==> src/rtl/rr_arbiter4_if.sv <==
// Request/grant bundle between four clients and the rr_arbiter4 round-robin arbiter.
// req is a level per client; the arbiter answers with a registered one-hot gnt, its index and a valid flag.
interface rr_arbiter4_if;
  logic [3:0] req;
  logic [3:0] gnt;
  logic [1:0] gnt_idx;
  logic       gnt_valid;
  logic       timeout;

  modport master (
    output req,
    input  gnt, gnt_idx, gnt_valid, timeout
  );

  modport slave (
    input  req,
    output gnt, gnt_idx, gnt_valid, timeout
  );
endinterface

==> src/rtl/rr_arbiter4.sv <==
// Four-client round-robin arbiter with a bounded hold time per grant.
// All outputs come from registers (or a pure decode of them); req never reaches an output combinationally.
module rr_arbiter4 #(
  parameter int MAX_HOLD = 8,
  parameter int CNT_W    = 4
) (
  input  logic         clk,
  input  logic         rst_n,
  rr_arbiter4_if.slave arb,
  output logic         dbg_state
);

  typedef enum logic {IDLE = 1'b0, GRANT = 1'b1} state_t;

  localparam logic [CNT_W-1:0] HOLD_LAST = CNT_W'(MAX_HOLD - 1);

  // Handshake: a client raises req[i] and keeps it high while it wants the
  // resource; it owns the resource in every cycle where gnt[i]=1. Dropping req
  // releases the grant at the next edge; holding it past MAX_HOLD forces release.

  state_t           state_q, state_d;
  logic [1:0]       ptr_q, ptr_d;
  logic [1:0]       gnt_idx_q, gnt_idx_d;
  logic [CNT_W-1:0] hold_cnt_q, hold_cnt_d;
  logic             timeout_q, timeout_d;

  logic [2:0] pick_idle;
  logic [2:0] pick_next;
  logic       owner_req;
  logic       expired;
  logic       release_now;

  // Returns {found, index}: first requester at or after start, wrapping mod 4.
  function automatic logic [2:0] pick(input logic [1:0] start, input logic [3:0] r);
    logic [2:0] res;
    logic [1:0] i;
    res = 3'b000;
    for (int k = 3; k >= 0; k--) begin
      i = start + 2'(k);
      if (r[i]) res = {1'b1, i};
    end
    return res;
  endfunction

  always_comb begin
    pick_idle   = pick(ptr_q, arb.req);
    pick_next   = pick(gnt_idx_q + 2'd1, arb.req);
    owner_req   = arb.req[gnt_idx_q];
    expired     = (hold_cnt_q == HOLD_LAST);
    release_now = !owner_req || expired;

    state_d    = state_q;
    ptr_d      = ptr_q;
    gnt_idx_d  = gnt_idx_q;
    hold_cnt_d = hold_cnt_q;
    timeout_d  = 1'b0;

    unique case (state_q)
      IDLE: begin
        if (pick_idle[2]) begin
          state_d    = GRANT;
          gnt_idx_d  = pick_idle[1:0];
          hold_cnt_d = '0;
        end
      end
      GRANT: begin
        if (release_now) begin
          ptr_d     = gnt_idx_q + 2'd1;
          // Only a still-requesting owner at expiry counts as a forced release.
          timeout_d = owner_req && expired;
          if (pick_next[2]) begin
            gnt_idx_d  = pick_next[1:0];
            hold_cnt_d = '0;
          end else begin
            state_d = IDLE;
          end
        end else begin
          hold_cnt_d = hold_cnt_q + 1'b1;
        end
      end
      default: state_d = IDLE;
    endcase
  end

  always_ff @(posedge clk or negedge rst_n) begin
    if (!rst_n) begin
      state_q    <= IDLE;
      ptr_q      <= 2'd0;
      gnt_idx_q  <= 2'd0;
      hold_cnt_q <= '0;
      timeout_q  <= 1'b0;
    end else begin
      state_q    <= state_d;
      ptr_q      <= ptr_d;
      gnt_idx_q  <= gnt_idx_d;
      hold_cnt_q <= hold_cnt_d;
      timeout_q  <= timeout_d;
    end
  end

  assign arb.gnt_valid = (state_q == GRANT);
  assign arb.gnt_idx   = gnt_idx_q;
  assign arb.gnt       = (state_q == GRANT) ? (4'b0001 << gnt_idx_q) : 4'b0000;
  assign arb.timeout   = timeout_q;
  assign dbg_state     = state_q;

endmodule

==> src/flat_wrapper.sv <==
// flat-port wrapper written by rule: the top's interface ports become plain ports
module rr_arbiter4_flat 
#(
  parameter int MAX_HOLD = 8,
  parameter int CNT_W    = 4
)
  (clk, rst_n, dbg_state, arb_req, arb_gnt, arb_gnt_idx, arb_gnt_valid, arb_timeout);
  rr_arbiter4_if arb_i ();
  input  logic clk;
  input  logic rst_n;
  output logic dbg_state;
  input wire logic [$bits(arb_i.req)-1:0] arb_req;
  output wire logic [$bits(arb_i.gnt)-1:0] arb_gnt;
  output wire logic [$bits(arb_i.gnt_idx)-1:0] arb_gnt_idx;
  output wire logic [$bits(arb_i.gnt_valid)-1:0] arb_gnt_valid;
  output wire logic [$bits(arb_i.timeout)-1:0] arb_timeout;
  assign arb_i.req = arb_req;
  assign arb_gnt = arb_i.gnt;
  assign arb_gnt_idx = arb_i.gnt_idx;
  assign arb_gnt_valid = arb_i.gnt_valid;
  assign arb_timeout = arb_i.timeout;
  rr_arbiter4 #(.MAX_HOLD(MAX_HOLD), .CNT_W(CNT_W)) u_core (.clk(clk), .rst_n(rst_n), .arb(arb_i), .dbg_state(dbg_state));
endmodule
==> config.mk <==
export PLATFORM = sky130hd
export DESIGN_NAME = rr_arbiter4_flat
export DESIGN_NICKNAME = d
export VERILOG_FILES = /design/src/rtl/rr_arbiter4_if.sv /design/src/rtl/rr_arbiter4.sv /design/src/flat_wrapper.sv
export SDC_FILE = /design/constraint.sdc
export NUM_CORES = 1
export LEC_CHECK = 0
export BUFFER_PORTS_ARGS = -buffer_cell sky130_fd_sc_hd__buf_4
export CAP_MARGIN = 15
export CORE_AREA = 4 4 41 43
export CTS_CLUSTER_SIZE = 30
export DETAILED_ROUTE_END_ITERATION = 8
export DIE_AREA = 0 0 45 47
export GPL_TIMING_DRIVEN = 0
export PLACE_DENSITY = 0.77
export SETUP_SLACK_MARGIN = 0.1
export SLEW_MARGIN = 20
export SYNTH_ARGS = -nofsm -noshare
export SYNTH_HDL_FRONTEND = slang
export SYNTH_SLANG_ARGS = --single-unit
==> constraint.sdc <==
create_clock -name clk -period 5.15 [get_ports clk]
set_clock_uncertainty 0.05 [all_clocks]
set_input_delay 1.03 -clock clk [delete_from_list [all_inputs] [get_ports clk]]
set_output_delay 1.03 -clock clk [all_outputs]
set_load 0.05 [all_outputs]
==> results_dict.tcl <==
set metrics [dict create \
    status "completed" \
    post_cts_buffers 0 \
    die-area_um2 2120 \
    crit_chain "inv_1 > ha_1 > and2_1 > buf_4" \
    critPathTopFamily "flip-flops" \
    io_pins 15 \
    initial_utilization_pct 53.8 \
    hp-start "u_core.hold_cnt_q[0]" \
    startpoint_type "register" \
    syn_to_final_growth_pct 20.9 \
    synth-edff-count 0 \
    max_freq_mhz 390 \
    wl_per_cell_um 14.2 \
    dp.cells 111 \
    cts_resized 0 \
    synth_seq_area_share_pct 35.7 \
    critPathMaxStageDelay_ps 510 \
    final_area_um2 847 \
    clkPwrFrac_pct 10.3 \
    clock_latency_ps 260 \
    ant_nets 0 \
    antenna_cells 0 \
    synth_cell_types 27 \
    tightest_slew_ps 563 \
    finalCriticalPeriod_ps 2560 \
    syn_avg_cell_area_um2 8.54 \
    grt_pass1_vias 614 \
    cts_hold_buf 0 \
    htree_levels 1 \
    holdWs_ps 481 \
    die_w_um 45 \
    synthCells 82 \
    hold-path-endpoint "u_core.hold_cnt_q[0]" \
    grtUsageMet1_pct 22.6 \
    endpoint_kind "primary output" \
    overflow 0 \
    yosys.area_share.xor_xnor_pct 0 \
    grt_use_met2_pct 29.9 \
    place_area_um2 825 \
    numCtsBuffers 3 \
    core_um2 1300 \
    cts_tree "yes" \
    die_y_um 47 \
    synth_top_family_by_area "compound AO/OA/AOI/OAI gates" \
    hold_path_class "register to register" \
    drive_above_1_share_pct 20.2 \
    stdcell_count 114 \
    reg2reg_from "u_core.arb.gnt_idx[0]" \
    finalNetCount 112 \
    grt_util_all_layers_pct 17.8 \
    power_uw 487 \
    multi_input_area_um2 405 \
    vdd_drop_max_mv 0.348 \
    vias 691 \
    routed_wl_mm 1.61 \
    leakagePower_uw 0.000397 \
    num-fill-cells 112 \
    viasPerCell 6.06 \
    period_share_pct 49.7 \
    drc 0 \
    synth_seq_cells 10 \
    rsz0062_at_grt "false" \
    maxSlewViolCount 0 \
    dr.pass1.iters 4 \
    cts_buffer_depth 2 \
    required_ps 4070 \
    yosys.area_share.simple_pct 20.0 \
    yosysWarnings 0 \
    top_usage_layer "met2" \
    post-dp-hpwl_mm 1.22 \
    reg2reg_slack_ps 3150 \
    hold_viol_final 0 \
    synth_ff_type "dfrtp_1" \
    clkTransAtPathRegs_ps 60 \
    drv_cap 0 \
    synth_area_um2 701 \
    grtUsageMet3_pct 6.90 \
    slew_headroom_pct 62.1 \
    crit_fanout 9 \
    gp_congestion 0.884 \
    portBuffers 14 \
    syn_nets 93 \
    fin_setup_tns_ps 0 \
    pwr-share-seq_pct 28.6 \
    p_int_uw 239 \
    crit_type "register to primary output" \
    synthArstFlopShare_pct 100 \
    setup_viol 0 \
    rr_worst_depth 6 \
    grt_pass1_wl_mm 2.70 \
    synth-compound-area-share_pct 24.3 \
    path_buf_inv 2 \
    rows 13 \
    clockRootBuffer "clkbuf_4" \
    p_switching_uw 248 \
    synth_fa_ha_area_share_pct 8.93 \
    clock_sinks 10 \
    antenna_found_initial 0 \
    register_area_um2 250 \
    cp_slowest_cell "dfrtp_1" \
    grt_max_degree 11 \
    muxShareOfSynthArea_pct 4.64 \
    reg2reg_to "u_core.arb.gnt_idx[0]" \
    p_per_area_nw_per_um2 575 \
    drt_iter0_markers 43 \
    switching_share_pct 50.9 \
    critical_path_arrival_ps 1480 \
    min_path_cells 1 \
    comb_power_share_pct 61.1 \
]
-- metal layers --
metal | vias to the layer above | part of all wire, %
li1 | 331 | -
met1 | 318 | 40
met2 | 38 | 50
met3 | 4 | 9.3
met4 | 0 | 0.37
met5 | - | 0
-- area by class of cell --
class	instances	area share, %
repair buffers	14	12.4
flip-flops and latches	10	29.5
clock buffers	3	2.66
inverters	9	3.99
multi-input cells	61	47.9
plain buffers	2	1.33
well taps	15	2.22
-- logic make-up after synthesis --
kind of cell,count (synthesis)
AOI/OAI and AO/OA,28
DFF,10
muxes,2
adders and majority gates,5
and+or+nand+nor,26
buffers and inverters,11
-- cells in the mapped netlist (2+ instances only) --
master / count / area, um2
ha_1: 5 / 62.6
nand3_1: 3 / 15.0
and2_1: 4 / 25.0
dfrtp_1: 10 / 250
a21oi_1: 5 / 25.0
or3_1: 2 / 12.5
a221oi_1: 2 / 17.5
nor2_1: 3 / 11.3
nand2_1: 8 / 30.0
nor2b_1: 2 / 12.5
o21ai_0: 13 / 65.1
o211ai_1: 2 / 15.0
inv_1: 9 / 33.8
-- flip-flops by register name, summed over array words and instances (netlist names) --
| register | count |
|---|---|
| u_core.ptr_q | 2 |
| u_core.arb.gnt_valid | 1 |
| u_core.arb.timeout | 1 |
| u_core.hold_cnt_q | 4 |
| u_core.arb.gnt_idx | 2 |
-- power by group through the flow --
| stage | clock network (uW) | logic (uW) | registers [uW] |
|---|---|---|---|
| floorplan | 0 | 192 | 161 |
| global placement | 0 | 288 | 139 |
| detailed placement | 0 | 297 | 141 |
| CTS | 52.3 | 297 | 140 |
| global route | 57.4 | 327 | 146 |
| finish | 50.2 | 297 | 139 |
-- stage by stage --
stage	util, %	setup slack, ps
after floorplan	-	2630
after global placement	63.4	2770
after detailed placement	63.4	2730
after CTS	65.1	2570
after global routing	65.1	2470
final	65.1	2590
-- how the worst max path moves through the flow --
stage / from / endpoint / slack [ps] / depth (start not counted)
floorplan: u_core.arb.gnt_idx[0] / arb_gnt[0] / 2630 / 3
detailed placement: arb_req[3] / u_core.ptr_q[0] / 2730 / 4
finish: u_core.arb.gnt_idx[0] / arb_gnt[0] / 2590 / 4
global route: u_core.arb.gnt_idx[0] / arb_gnt[0] / 2470 / 4
CTS: u_core.arb.gnt_idx[0] / arb_gnt[0] / 2570 / 4
global placement: arb_req[3] / u_core.ptr_q[0] / 2770 / 4
-- placed cells by master, fill, tap and decap left out, drive strengths merged --
master  count
or3         2
nand3       3
or4         1
a21oi       5
nor2        3
dfrtp      10
a41oi       1
nor2b       2
nand2b      1
buf        15
mux4        1
o31ai       1
ha          5
nand3b      1
and2        4
o211ai      2
a311oi      1
mux2i       1
a221oi      2
nor4        1
inv         9
a21boi      1
nand2       8
o21ai      13
a31oi       1
clkbuf      4
a22o        1
No activity file was read; power rests on OpenSTA's default activity.
